## src/rtl/lycan_globals.sv

```systemverilog
// Project-wide constants shared by the peripheral data path.
//   usb_packet_width  : width of a de-addressed USB packet word
//   periph_fifo_depth : default depth of the per-peripheral bridge FIFOs
package lycan_globals;

    localparam int unsigned usb_packet_width  = 8;
    localparam int unsigned periph_fifo_depth = 16;

    typedef logic [usb_packet_width-1:0] usb_packet_t;

endpackage : lycan_globals

```

## src/rtl/sync_fifo.sv

```systemverilog
// Single-clock first-word-fall-through FIFO.
//   clk_i, rst_ni : clock, asynchronous active-low reset (pointers only)
//   flush_i       : synchronous clear, wins over any read/write that cycle
//   wr_en_i/wr_data_i : write request, ignored while full
//   rd_en_i       : pop request, ignored while empty
//   rd_data_o     : head entry, valid whenever empty_o is low
//   full_o, empty_o, count_o : status from registered pointers
// Build option: PERIPH_FIFO_DIAG_EN enables count_o; otherwise it is tied to 0.
module sync_fifo #(
    parameter int unsigned WIDTH = 8,
    parameter int unsigned DEPTH = 16
) (
    input  logic                    clk_i,
    input  logic                    rst_ni,
    input  logic                    flush_i,
    input  logic                    wr_en_i,
    input  logic [WIDTH-1:0]        wr_data_i,
    input  logic                    rd_en_i,
    output logic [WIDTH-1:0]        rd_data_o,
    output logic                    full_o,
    output logic                    empty_o,
    output logic [$clog2(DEPTH):0]  count_o
);

    localparam int unsigned AW   = $clog2(DEPTH);
    localparam int unsigned PtrW = AW + 1;

    // MSB of each pointer is the wrap bit distinguishing full from empty.
    logic [AW:0]      wr_ptr_q, wr_ptr_d;
    logic [AW:0]      rd_ptr_q, rd_ptr_d;
    logic [WIDTH-1:0] mem_q [DEPTH];
    logic             wr_fire, rd_fire;

    assign empty_o   = (wr_ptr_q == rd_ptr_q);
    assign full_o    = (wr_ptr_q[AW-1:0] == rd_ptr_q[AW-1:0]) && (wr_ptr_q[AW] != rd_ptr_q[AW]);
    assign wr_fire   = wr_en_i & ~full_o;
    assign rd_fire   = rd_en_i & ~empty_o;
    assign rd_data_o = mem_q[rd_ptr_q[AW-1:0]];

    always_comb begin
        wr_ptr_d = wr_ptr_q;
        rd_ptr_d = rd_ptr_q;
        if (flush_i) begin
            wr_ptr_d = '0;
            rd_ptr_d = '0;
        end else begin
            if (wr_fire) wr_ptr_d = wr_ptr_q + PtrW'(1);
            if (rd_fire) rd_ptr_d = rd_ptr_q + PtrW'(1);
        end
    end

    always_ff @(posedge clk_i or negedge rst_ni) begin
        if (!rst_ni) begin
            wr_ptr_q <= '0;
            rd_ptr_q <= '0;
        end else begin
            wr_ptr_q <= wr_ptr_d;
            rd_ptr_q <= rd_ptr_d;
        end
    end

    // Storage carries no reset; occupancy is defined purely by the pointers.
    always_ff @(posedge clk_i) begin
        if (wr_fire && !flush_i) begin
            mem_q[wr_ptr_q[AW-1:0]] <= wr_data_i;
        end
    end

`ifdef PERIPH_FIFO_DIAG_EN
    assign count_o = wr_ptr_q - rd_ptr_q;
`else
    assign count_o = '0;
`endif

endmodule : sync_fifo

```

## src/rtl/periph_fifo_bridge.sv

```systemverilog
// Per-peripheral FIFO pair at the far end of the peripheral data interface.
//   clk, rst_n          : clock, asynchronous active-low reset
//   host_tx_*           : router -> TX FIFO write (valid/ready)
//   tx_data/tx_empty/tx_read : TX FIFO head toward the peripheral (FWFT)
//   rx_data/rx_valid/rx_fifo_full : peripheral -> RX FIFO write
//   host_rx_*           : RX FIFO head toward the router (valid/ready)
//   periph_idle, bridge_idle : quiescence in/out
//   flush               : synchronous clear of both FIFOs and error flags
//   tx_underflow, rx_overflow, tx_count, rx_count : diagnostics
// Build option: PERIPH_FIFO_DIAG_EN makes the diagnostics live; when undefined
// they read 0 and the flag registers are not built.
module periph_fifo_bridge
    import lycan_globals::*;
#(
    parameter int unsigned TX_DEPTH = periph_fifo_depth,
    parameter int unsigned RX_DEPTH = periph_fifo_depth
) (
    input  logic                         clk,
    input  logic                         rst_n,
    input  logic [usb_packet_width-1:0]  host_tx_data,
    input  logic                         host_tx_valid,
    output logic                         host_tx_ready,
    output logic [usb_packet_width-1:0]  tx_data,
    output logic                         tx_empty,
    input  logic                         tx_read,
    input  logic [usb_packet_width-1:0]  rx_data,
    input  logic                         rx_valid,
    output logic                         rx_fifo_full,
    output logic [usb_packet_width-1:0]  host_rx_data,
    output logic                         host_rx_valid,
    input  logic                         host_rx_ready,
    input  logic                         periph_idle,
    input  logic                         flush,
    output logic                         bridge_idle,
    output logic                         tx_underflow,
    output logic                         rx_overflow,
    output logic [$clog2(TX_DEPTH):0]    tx_count,
    output logic [$clog2(RX_DEPTH):0]    rx_count
);

    logic tx_full;
    logic rx_empty;

    sync_fifo #(
        .WIDTH (usb_packet_width),
        .DEPTH (TX_DEPTH)
    ) u_tx_fifo (
        .clk_i     (clk),
        .rst_ni    (rst_n),
        .flush_i   (flush),
        .wr_en_i   (host_tx_valid),
        .wr_data_i (host_tx_data),
        .rd_en_i   (tx_read),
        .rd_data_o (tx_data),
        .full_o    (tx_full),
        .empty_o   (tx_empty),
        .count_o   (tx_count)
    );

    sync_fifo #(
        .WIDTH (usb_packet_width),
        .DEPTH (RX_DEPTH)
    ) u_rx_fifo (
        .clk_i     (clk),
        .rst_ni    (rst_n),
        .flush_i   (flush),
        .wr_en_i   (rx_valid),
        .wr_data_i (rx_data),
        .rd_en_i   (host_rx_ready),
        .rd_data_o (host_rx_data),
        .full_o    (rx_fifo_full),
        .empty_o   (rx_empty),
        .count_o   (rx_count)
    );

    assign host_tx_ready = ~tx_full;
    assign host_rx_valid = ~rx_empty;
    assign bridge_idle   = tx_empty & rx_empty & periph_idle;

`ifdef PERIPH_FIFO_DIAG_EN
    logic tx_underflow_q, tx_underflow_d;
    logic rx_overflow_q, rx_overflow_d;

    always_comb begin
        tx_underflow_d = tx_underflow_q | (tx_read & tx_empty);
        rx_overflow_d  = rx_overflow_q | (rx_valid & rx_fifo_full);
        if (flush) begin
            tx_underflow_d = 1'b0;
            rx_overflow_d  = 1'b0;
        end
    end

    always_ff @(posedge clk or negedge rst_n) begin
        if (!rst_n) begin
            tx_underflow_q <= 1'b0;
            rx_overflow_q  <= 1'b0;
        end else begin
            tx_underflow_q <= tx_underflow_d;
            rx_overflow_q  <= rx_overflow_d;
        end
    end

    assign tx_underflow = tx_underflow_q;
    assign rx_overflow  = rx_overflow_q;
`else
    assign tx_underflow = 1'b0;
    assign rx_overflow  = 1'b0;
`endif

endmodule : periph_fifo_bridge

```

## config.mk

```make
export PLATFORM = sky130hd
export DESIGN_NAME = periph_fifo_bridge
export DESIGN_NICKNAME = d
export VERILOG_FILES = /design/src/rtl/lycan_globals.sv /design/src/rtl/sync_fifo.sv /design/src/rtl/periph_fifo_bridge.sv
export SDC_FILE = /design/constraint.sdc
export NUM_CORES = 1
export LEC_CHECK = 0
export ABC_AREA = 1
export CAP_MARGIN = 20
export CELL_PAD_IN_SITES_DETAIL_PLACEMENT = 0
export CELL_PAD_IN_SITES_GLOBAL_PLACEMENT = 1
export CORE_MARGIN = 3
export CORE_UTILIZATION = 40
export CTS_BUF_LIST = sky130_fd_sc_hd__clkbuf_4 sky130_fd_sc_hd__clkbuf_8 sky130_fd_sc_hd__clkbuf_16
export DETAILED_ROUTE_END_ITERATION = 16
export GPL_TIMING_DRIVEN = 1
export HOLD_SLACK_MARGIN = 0.15
export PLACE_DENSITY = 0.75
export SLEW_MARGIN = 40
export SYNTH_ARGS = -nofsm -noshare
export SYNTH_HDL_FRONTEND = slang
export SYNTH_HIERARCHICAL = 1
export SYNTH_SLANG_ARGS = --single-unit
```

## constraint.sdc

```tcl
create_clock -name clk -period 2.5 [get_ports clk]
set_input_delay 0.25 -clock clk [delete_from_list [all_inputs] [get_ports clk]]
set_output_delay 0.25 -clock clk [all_outputs]
set_load 0.02 [all_outputs]
```

==> impl_metrics.env, run 1 <==
export IMPL_min_to="u_tx_fifo/rd_ptr_q[0]$_DFFE_PN0P_"
export IMPL_h_tree_depth=1
export IMPL_postSynthCellCount=1057
export IMPL_min_delay_path_class="in2reg"
export IMPL_die_y_um=179.2
export IMPL_vias=7911
export IMPL_path_clk_slew_ns=0.06
export IMPL_synthSimpleGateAreaFrac_pct=18.10
export IMPL_drv_slew=0
export IMPL_min_from="tx_read"
export IMPL_r2r_cells=8
export IMPL_clockBufferDepth=3
export IMPL_final_min_clock_period_ns=2.389
export IMPL_maxSlewHeadroom_pct=51.05
export IMPL_synth_adder_area_share_pct=1.043
export IMPL_fin_skew_ns=0.006878
export IMPL_drive_above_1_share_pct=17.49
export IMPL_grt_usage_pct=17.15
export IMPL_dp_hpwl_um=17650
export IMPL_rsz0062_at_grt="no"
export IMPL_antenna_found_initial=0
export IMPL_grt_pass1_vias=7596
export IMPL_cts_buffers=30
export IMPL_tightest_slew_ns=0.7320
export IMPL_synth_xor_area_share_pct=0.5839
export IMPL_wl_um=27110
export IMPL_hold_viol_final=0
export IMPL_clkLatencyLatePin_ns=0.54
export IMPL_drv_cap=0
export IMPL_vias_per_cell=5.084
export IMPL_cts_sinks=276
export IMPL_r2r_start="u_tx_fifo/rd_ptr_q[0]$_DFFE_PN0P_"
export IMPL_reg2reg_to="u_tx_fifo/mem_q[10][4]$_DFFE_PP_"
export IMPL_grt_overflow_total=0
export IMPL_fp_row_count=62
export IMPL_end_kind="output port"
export IMPL_p_switching_mw=2.522
export IMPL_p_per_area_nw_per_um2=745.0
export IMPL_fin_nets=1184
export IMPL_ant_nets=0
export IMPL_ff2ff_setup_slack_ns=0.28
export IMPL_ys_warnings_count=6
export IMPL_period_share_pct=95.54
export IMPL_critPathMaxFanout=6
export IMPL_clkPwrFrac_pct=40.5
export IMPL_cts_tree="yes"
export IMPL_yosysMostFrequentCell="nand2_1"
export IMPL_synth_edf_count=256
export IMPL_area_growth_pct=18.12
export IMPL_synth_seq_area_share_pct=68.23
export IMPL_final_setup_viol_count=0
export IMPL_hold_depth=3
export IMPL_cp_data_required_time_ns=2.25
export IMPL_yosysUniqueCellTypes=30
export IMPL_drc_errors=0
export IMPL_status="finished, final reports clean"
export IMPL_synth_area_um2=12000
export IMPL_initial_core_util_pct=41.14
export IMPL_root_buffer="clkbuf_16"
export IMPL_syn_area_per_cell_um2=11.35
export IMPL_coreArea_um2=29170
export IMPL_synth_top_family_by_area="simple AND/OR/NAND/NOR gates"
export IMPL_worst_ep_arrival_time_ns=2.14
export IMPL_io_pins=57
export IMPL_synth_mux_area_share_pct=0
export IMPL_dieArea_um2=32110
export IMPL_synthTopCellsByCount="nand2_1 (267), edfxtp_1 (256), nor2_1 (114)"
export IMPL_postPlaceCellArea_um2=13060
export IMPL_drtIter0Drc=601
export IMPL_intPower_mw=8.037
export IMPL_dr_pass1_iters=5
export IMPL_yosys_area_top_type="edfxtp_1"
export IMPL_ir_drop_v=0.0006111
export IMPL_diodes=0
export IMPL_swShare_pct=23.89
export IMPL_grt_first_pass_wirelength_um=42800
export IMPL_synth_top_flop_cell="edfxtp_1"
export IMPL_synth_seq_cells=276
export IMPL_critical_path_class="reg2out"
export IMPL_seq_power_share_pct=48.5
export IMPL_final_area_um2=14170
export IMPL_leakage_nw=5.311
export IMPL_post_drt_wl_per_cell_um=17.42
export IMPL_pwr_share_comb_pct=11.1
export IMPL_start_kind="register"
export IMPL_synth_compound_area_share_pct=7.340
export IMPL_die_width_um=179.2
export IMPL_fmax_mhz=418.7
export IMPL_numPortBuffers=44
export IMPL_whs_ns=0.4895
export IMPL_grt_max_degree=49
export IMPL_async_flop_share_pct=7.246
export IMPL_synth_area_leaders="edfxtp_1 (64%), nand2_1 (8.4%), dfrtp_1 (4.2%)"
export IMPL_final_setup_tns_ns=0
export IMPL_finalPower_mw=10.56
export IMPL_routabilityCongestion=0.7829
export IMPL_synth_top_area_share_pct=64.06
-- power groups by stage --
stage | combinational [mW] | clock (mW) | sequential [mW]
after floorplan | 0.701 | 0 | 5.20
final | 1.17 | 4.27 | 5.12
after detailed placement | 1.18 | 0 | 5.21
after CTS | 1.20 | 4.38 | 5.12
after global placement | 1.18 | 0 | 5.21
after global routing | 1.29 | 4.58 | 5.12
-- layer usage --
layer	vias up	track usage [%]	share of wire, %
li1	3850	-	-
met2	170	27.00	47
met5	-	0	0
met1	3856	25.36	47
met3	35	2.139	4.4
met4	0	4.381	2.2
-- cell families after synthesis --
logic type | count (synthesis)
buf+inv | 104
other cells | 3
simple gates | 498
compound gates | 158
fa+ha+maj | 10
xor+xnor | 8
flops | 276
-- critical path, stage by stage, from the launching register on --
cell	delay [ns]
dfrtp_1	0.39
buf_6	0.16
nor2_4	0.04
buf_4	0.15
buf_4	0.15
nand3_1	0.06
nand2_1	0.06
a21oi_2	0.16
nand2_1	0.09
nand2_1	0.08
clkdlybuf4s15_2	0.25
-- layout by cell type, fill, tap and decap left out, types with 2 or more instances in the layout --
master	instances
a21oi_1	39
a21oi_2	5
a31oi_1	10
buf_12	8
buf_2	5
buf_4	61
buf_6	3
bufinv_16	2
clkbuf_16	31
clkbuf_2	11
clkbuf_4	9
clkdlybuf4s50_1	23
clkinv_1	4
clkinv_2	5
conb_1	12
dfrtp_1	15
dfrtp_2	5
dlygate4sd2_1	3
edfxtp_1	256
ha_1	10
inv_1	26
inv_2	9
inv_4	2
inv_6	2
nand2_1	265
nand2_2	8
nand3_1	58
nand3_4	6
nand4_1	20
nor2_1	114
nor2_2	21
nor2_4	6
o211ai_1	26
o21ai_0	61
o21ai_1	8
o21bai_1	2
o22ai_1	5
xor2_1	8
-- area by class of cell --
cell class,instances,area [um2]
clock inverters,14,127.6
inverters,38,152.6
well taps,384,480.5
multi-input cells,686,3342
fillers,2606,14990
repair buffers,118,1035
flip-flops and latches,276,8194
clock buffers,40,843.3
-- repair_timing --
action / CTS / global route
pin swaps: 4 / 4
hold buffers: 1 / 0
resized for setup: 56 / 35
setup endpoints to repair: 21 / 20
buffers inserted: 11 / 1
hold endpoints to repair: 20 / 0
-- state kept, by name, summed over array words and instances (netlist names) --
name,flops
u_rx_fifo/mem_q,128
u_rx_fifo/rd_ptr_q,5
u_rx_fifo/wr_ptr_q,5
u_tx_fifo/mem_q,128
u_tx_fifo/rd_ptr_q,5
u_tx_fifo/wr_ptr_q,5
-- per-stage QoR --
step / utilization, % / worst slack (ns) / instances
2_1_floorplan: - / 0.7648 / 1066
3_3_place_gp: 44.78 / 0.1948 / 1489
3_5_place_dp: 44.78 / 0.1895 / 1489
4_1_cts: 48.75 / 0.001045 / 1555
5_1_grt: 48.60 / 0.009089 / 1556
6_report: 48.60 / 0.1115 / 1556
-- how the worst max path moves through the flow --
| stage | slack, ns | from | cells after the start | endpoint |
|---|---|---|---|---|
| after floorplan | 0.76 | u_rx_fifo/rd_ptr_q[1]$_DFFE_PN0P_ | 8 | u_rx_fifo/mem_q[14][0]$_DFFE_PP_ |
| after global placement | 0.19 | u_tx_fifo/rd_ptr_q[0]$_DFFE_PN0P_ | 9 | tx_data[1] |
| after detailed placement | 0.19 | u_tx_fifo/rd_ptr_q[0]$_DFFE_PN0P_ | 9 | tx_data[1] |
| after CTS | 0.001 | u_rx_fifo/rd_ptr_q[0]$_DFFE_PN0P_ | 10 | host_rx_data[3] |
| after global routing | 0.009 | u_tx_fifo/rd_ptr_q[1]$_DFFE_PN0P_ | 10 | tx_data[0] |
| final | 0.11 | u_tx_fifo/rd_ptr_q[1]$_DFFE_PN0P_ | 10 | tx_data[0] |
(Power assumes the default switching activity.)
==> run 2, diff against run 1 <==
--- a/config.mk
+++ b/config.mk
@@ -21,3 +21,4 @@
 export SYNTH_HDL_FRONTEND = slang
 export SYNTH_HIERARCHICAL = 1
 export SYNTH_SLANG_ARGS = --single-unit
+export TNS_END_PERCENT = 5
==> impl_metrics.env, run 2 (synthesized netlist as in run 1, its figures left out) <==
export IMPL_status="finished, final reports clean"
export IMPL_hold_viol_final=0
export IMPL_io_pins=57
export IMPL_final_cell_mix="nand2_1 (265), edfxtp_1 (256), nor2_1 (114), o21ai_0 (61), nand3_1 (58)"
export IMPL_grt_max_degree=49
export IMPL_grt_overflow_total=0
export IMPL_path_clk_slew_ns=0.06
export IMPL_ir_drop_v=0.0006102
export IMPL_worst_ep_arrival_time_ns=2.24
export IMPL_post_drt_wl_per_cell_um=17.46
export IMPL_die_width_um=179.2
export IMPL_die_y_um=179.2
export IMPL_leakage_nw=5.273
export IMPL_wl_um=27090
export IMPL_final_cells=1551
export IMPL_maxSlewHeadroom_pct=51.08
export IMPL_p_per_area_nw_per_um2=746.5
export IMPL_fp_row_count=62
export IMPL_area_growth_pct=17.63
export IMPL_coreArea_um2=29170
export IMPL_final_setup_viol_count=0
export IMPL_numPortBuffers=44
export IMPL_seq_area_um2=8194
export IMPL_n_fill_cell=2618
export IMPL_routabilityCongestion=0.7829
export IMPL_cts_tree="yes"
export IMPL_clkLatencyLatePin_ns=0.55
export IMPL_tightest_slew_ns=0.7316
export IMPL_fin_util_pct=48.40
export IMPL_vias=7916
export IMPL_fin_nets=1179
export IMPL_end_kind="output port"
export IMPL_cp_data_required_time_ns=2.25
export IMPL_drive_above_1_share_pct=16.88
export IMPL_drv_cap=0
export IMPL_fmax_mhz=401.4
export IMPL_diodes=0
export IMPL_min_delay_path_class="in2reg"
export IMPL_grt_usage_pct=17.12
export IMPL_final_min_clock_period_ns=2.491
export IMPL_drc_errors=0
export IMPL_dr_pass1_iters=5
export IMPL_rsz0062_at_grt="yes"
export IMPL_grt_first_pass_wirelength_um=42720
export IMPL_root_buffer="clkbuf_16"
export IMPL_cts_buffers=30
export IMPL_drv_slew=0
export IMPL_period_share_pct=99.64
export IMPL_ant_nets=0
export IMPL_vias_per_cell=5.104
export IMPL_dieArea_um2=32110
export IMPL_layout_commonest_cell="nand2_1"
export IMPL_grt_pass1_vias=7583
export IMPL_dp_cells=1489
export IMPL_cts_sinks=276
export IMPL_dp_hpwl_um=17650
export IMPL_critical_path_class="reg2out"
export IMPL_fin_skew_ns=0.006707
export IMPL_h_tree_depth=1
export IMPL_start_kind="register"
export IMPL_initial_core_util_pct=41.14
export IMPL_clockBufferDepth=3
export IMPL_multi_input_area_um2=3328
export IMPL_antenna_found_initial=0
export IMPL_critPathMaxFanout=18
export IMPL_drtIter0Drc=592
export IMPL_final_setup_tns_ns=0
[run 2: cell count changes in the layout (fill, tap and decap cells not counted), sizes merged]
cell           change
buf                -8
clkbuf             +2
clkdlybuf4s15      +1
[run 2: routing by layer]
layer | routed length (um) | share of wire [%] | global-route usage (%) | vias to the layer above
met5 | 0 | 0 | 0 | -
met3 | 1228 | 4.5 | 2.139 | 33
met1 | 12730 | 47 | 25.33 | 3850
li1 | - | - | - | 3848
met4 | 573 | 2.1 | 4.381 | 0
met2 | 12560 | 46 | 26.92 | 185
[run 2: area by class of cell]
| cell class | instances | share of cell area, % |
|---|---|---|
| Sequential cell | 276 | 58.05 |
| Inverter | 38 | 1.099 |
| Clock inverter | 14 | 0.9041 |
| Tap cell | 384 | 3.404 |
| Clock buffer | 40 | 5.974 |
| Multi-Input combinational cell | 686 | 23.58 |
| Timing Repair Buffer | 113 | 6.993 |
[run 2: worst paths after layout]
path | slack (ns) | endpoint | from | cells past startpoint
min in group asynchronous | 0.63 | u_tx_fifo/wr_ptr_q[2]$_DFFE_PN0P_ | rst_n | 3
hold / removal | 0.48 | u_tx_fifo/rd_ptr_q[0]$_DFFE_PN0P_ | tx_read | 3
max in group asynchronous | 1.61 | u_rx_fifo/rd_ptr_q[1]$_DFFE_PN0P_ | rst_n | 3
setup / recovery | 0.009 | host_rx_data[2] | u_rx_fifo/rd_ptr_q[0]$_DFFE_PN0P_ | 9
hold reg to reg | 0.58 | u_tx_fifo/rd_ptr_q[4]$_DFFE_PN0P_ | u_tx_fifo/rd_ptr_q[4]$_DFFE_PN0P_ | 2
setup reg to reg | 0.28 | u_tx_fifo/mem_q[10][5]$_DFFE_PP_ | u_tx_fifo/rd_ptr_q[0]$_DFFE_PN0P_ | 8
[run 2: critical path: stages (launching register included)]
cell,delay [ns]
dfrtp_2,0.46
inv_6,0.11
buf_12,0.16
nor2_1,0.05
nor2_1,0.08
o21ai_0,0.12
o211ai_1,0.20
nand2_1,0.14
nand2_1,0.10
clkdlybuf4s15_2,0.26
[run 2: timing repair]
| item | CTS | global route |
|---|---|---|
| setup endpoints to repair | 21 | 19 |
| hold endpoints to repair | 20 | 0 |
| setup buffers | 7 | 0 |
| pin swaps | 3 | 2 |
| hold buffers | 1 | 0 |
| resized for setup | 57 | 28 |
[run 2: power by group]
| group | total, mW | switching, mW | internal, mW |
|---|---|---|---|
| Combinational | 1.14 | 0.783 | 0.362 |
| Sequential | 5.12 | 0.0292 | 5.09 |
| Clock | 4.27 | 1.70 | 2.57 |
| Total | 10.5 | 2.51 | 8.02 |
[run 2: metrics by stage]
step | setup slack, ns | hold slack, ns | area (um2) | power, mW
final | 0.008943 | 0.4825 | 14120 | 10.54
after global routing | -0.1110 | 0.4836 | 14120 | 10.97
after CTS | -0.008372 | 0.4451 | 14170 | 10.67
after detailed placement | 0.1895 | 0.5584 | 13060 | 6.395
after global placement | 0.1948 | 0.5554 | 13060 | 6.396
after floorplan | 0.7648 | -0.04559 | 12030 | 5.903
==> run 3, diff against run 2 <==
--- a/config.mk
+++ b/config.mk
@@ -10,12 +10,12 @@
 export CELL_PAD_IN_SITES_DETAIL_PLACEMENT = 0
 export CELL_PAD_IN_SITES_GLOBAL_PLACEMENT = 1
 export CORE_MARGIN = 3
-export CORE_UTILIZATION = 40
+export CORE_UTILIZATION = 49
 export CTS_BUF_LIST = sky130_fd_sc_hd__clkbuf_4 sky130_fd_sc_hd__clkbuf_8 sky130_fd_sc_hd__clkbuf_16
 export DETAILED_ROUTE_END_ITERATION = 16
 export GPL_TIMING_DRIVEN = 1
 export HOLD_SLACK_MARGIN = 0.15
-export PLACE_DENSITY = 0.75
+export PLACE_DENSITY = 0.88
 export SLEW_MARGIN = 40
 export SYNTH_ARGS = -nofsm -noshare
 export SYNTH_HDL_FRONTEND = slang
==> impl_metrics.env, run 3 (synthesized netlist as in run 1, its figures left out) <==
export IMPL_path_cells="buf_12 -> buf_4 -> o21ai_0 -> o211ai_1 -> nand2_1 -> nand2_1 -> clkdlybuf4s15_2"
export IMPL_seq_area_um2=8194
export IMPL_setup_ws_ns=0.04358
export IMPL_clockBufferDepth=3
export IMPL_busiest_layer="met2"
export IMPL_initial_core_util_pct=50.52
export IMPL_period_share_pct=98.26
export IMPL_fmax_mhz=407.1
export IMPL_final_area_um2=13990
export IMPL_min_delay_path_class="in2reg"
export IMPL_grt_max_degree=65
export IMPL_fin_util_pct=58.90
export IMPL_h_tree_depth=1
export IMPL_final_min_clock_period_ns=2.456
export IMPL_final_cells=1472
export IMPL_vias_per_cell=5.501
export IMPL_fin_nets=1164
export IMPL_whs_ns=0.4808
export IMPL_cts_tree="yes"
export IMPL_wl_um=26780
export IMPL_crit_top_cell="nand2_1"
export IMPL_use_met2_pct=31.53
export IMPL_coreArea_um2=23750
export IMPL_postPlaceCellArea_um2=12920
export IMPL_dp_cells=1410
export IMPL_dp_hpwl_um=16740
export IMPL_critPathSlowestCell="dfrtp_2"
export IMPL_root_buffer="clkbuf_16"
export IMPL_grt_first_pass_wirelength_um=41950
export IMPL_drv_slew=0
export IMPL_critical_path_class="reg2out"
export IMPL_start_kind="register"
export IMPL_leakage_nw=5.200
export IMPL_dieArea_um2=26400
export IMPL_cts_sinks=276
export IMPL_status="finished, final reports clean"
export IMPL_area_growth_pct=16.58
export IMPL_drv_cap=0
export IMPL_crit_family="buffers and inverters"
export IMPL_antenna_found_initial=0
export IMPL_critPathMaxFanout=28
export IMPL_die_width_um=162.5
export IMPL_p_per_area_nw_per_um2=748.9
export IMPL_maxSlewHeadroom_pct=52.81
export IMPL_grt_util_met3_pct=2.696
export IMPL_cts_buffers=29
export IMPL_final_setup_tns_ns=0
export IMPL_vias=8098
export IMPL_post_drt_wl_per_cell_um=18.19
export IMPL_dr_pass1_iters=5
export IMPL_die_y_um=162.5
export IMPL_path_clk_slew_ns=0.06
export IMPL_fin_skew_ns=0.01330
export IMPL_numPortBuffers=44
export IMPL_diodes=0
export IMPL_ir_drop_v=0.0006145
export IMPL_routabilityCongestion=0.8072
export IMPL_clkLatencyLatePin_ns=0.54
export IMPL_cp_data_required_time_ns=2.25
export IMPL_finalPower_mw=10.48
export IMPL_cpPeakStageDelay_ns=0.45
export IMPL_multi_input_area_um2=3329
export IMPL_drtIter0Drc=782
export IMPL_rsz0062_at_grt="yes"
export IMPL_grt_pass1_vias=7536
export IMPL_tightest_slew_ns=0.7056
export IMPL_pre_cts_ws_ns=0.1785
export IMPL_ant_nets=0
export IMPL_layout_commonest_cell="nand2_1"
export IMPL_grt_usage_pct=20.24
export IMPL_drc_errors=0
export IMPL_critPathBufInv=3
export IMPL_worst_ep_arrival_time_ns=2.21
export IMPL_final_setup_viol_count=0
export IMPL_final_cell_mix="nand2_1 (265), edfxtp_1 (256), nor2_1 (114), o21ai_0 (59), nand3_1 (58)"
export IMPL_fp_row_count=56
export IMPL_hold_viol_final=0
export IMPL_end_kind="output port"
export IMPL_drive_above_1_share_pct=15.61
export IMPL_n_fill_cell=1892
export IMPL_met1_usage_pct=30.45
export IMPL_grt_overflow_total=0
export IMPL_io_pins=57
[run 3: layout make-up]
class,count,share of cell area (%)
inverters,38,1.091
flip-flops and latches,276,58.57
multi-input cells,686,23.80
clock inverters,22,1.404
repair buffers,99,6.931
well taps,319,2.853
clock buffers,32,5.348
[run 3: worst paths after layout]
| check | from | to | slack (ns) | depth (start not counted) |
|---|---|---|---|---|
| max in group asynchronous | rst_n | u_rx_fifo/rd_ptr_q[2]$_DFFE_PN0P_ | 1.63 | 3 |
| max | u_tx_fifo/rd_ptr_q[0]$_DFFE_PN0P_ | tx_data[7] | 0.04 | 7 |
| min in group asynchronous | rst_n | u_tx_fifo/rd_ptr_q[2]$_DFFE_PN0P_ | 0.62 | 3 |
| max reg2reg | u_rx_fifo/rd_ptr_q[0]$_DFFE_PN0P_ | u_rx_fifo/mem_q[8][4]$_DFFE_PP_ | 0.31 | 8 |
| min | host_rx_ready | u_rx_fifo/rd_ptr_q[0]$_DFFE_PN0P_ | 0.48 | 3 |
| min reg2reg | u_tx_fifo/rd_ptr_q[4]$_DFFE_PN0P_ | u_tx_fifo/rd_ptr_q[4]$_DFFE_PN0P_ | 0.57 | 2 |
[run 3: worst reg2reg max path, delay by kind of cell, from the launching register on]
| family | cells | cell delay, ns |
|---|---|---|
| and+or+nand+nor | 6 | 1.06 |
| buffers and inverters | 2 | 0.29 |
| DFF | 1 | 0.47 |
[run 3: metal layers]
| layer | vias to the layer above | share of wire [%] |
|---|---|---|
| met4 | 0 | 2.0 |
| met3 | 47 | 6.8 |
| met2 | 299 | 46 |
| met5 | - | 0 |
| li1 | 3821 | - |
| met1 | 3931 | 45 |
[run 3: power breakdown]
part | internal [mW] | switching (mW)
Sequential | 5.09 | 0.0311
Clock | 2.47 | 1.72
Combinational | 0.381 | 0.787
Total | 7.94 | 2.54
[run 3: timing repair]
action,CTS,global route
hold buffers,1,0
resized for setup,54,20
endpoints found under the hold margin,20,0
buffers inserted,6,0
gates cloned,1,0
setup endpoints to repair,21,18
pin swaps,2,2
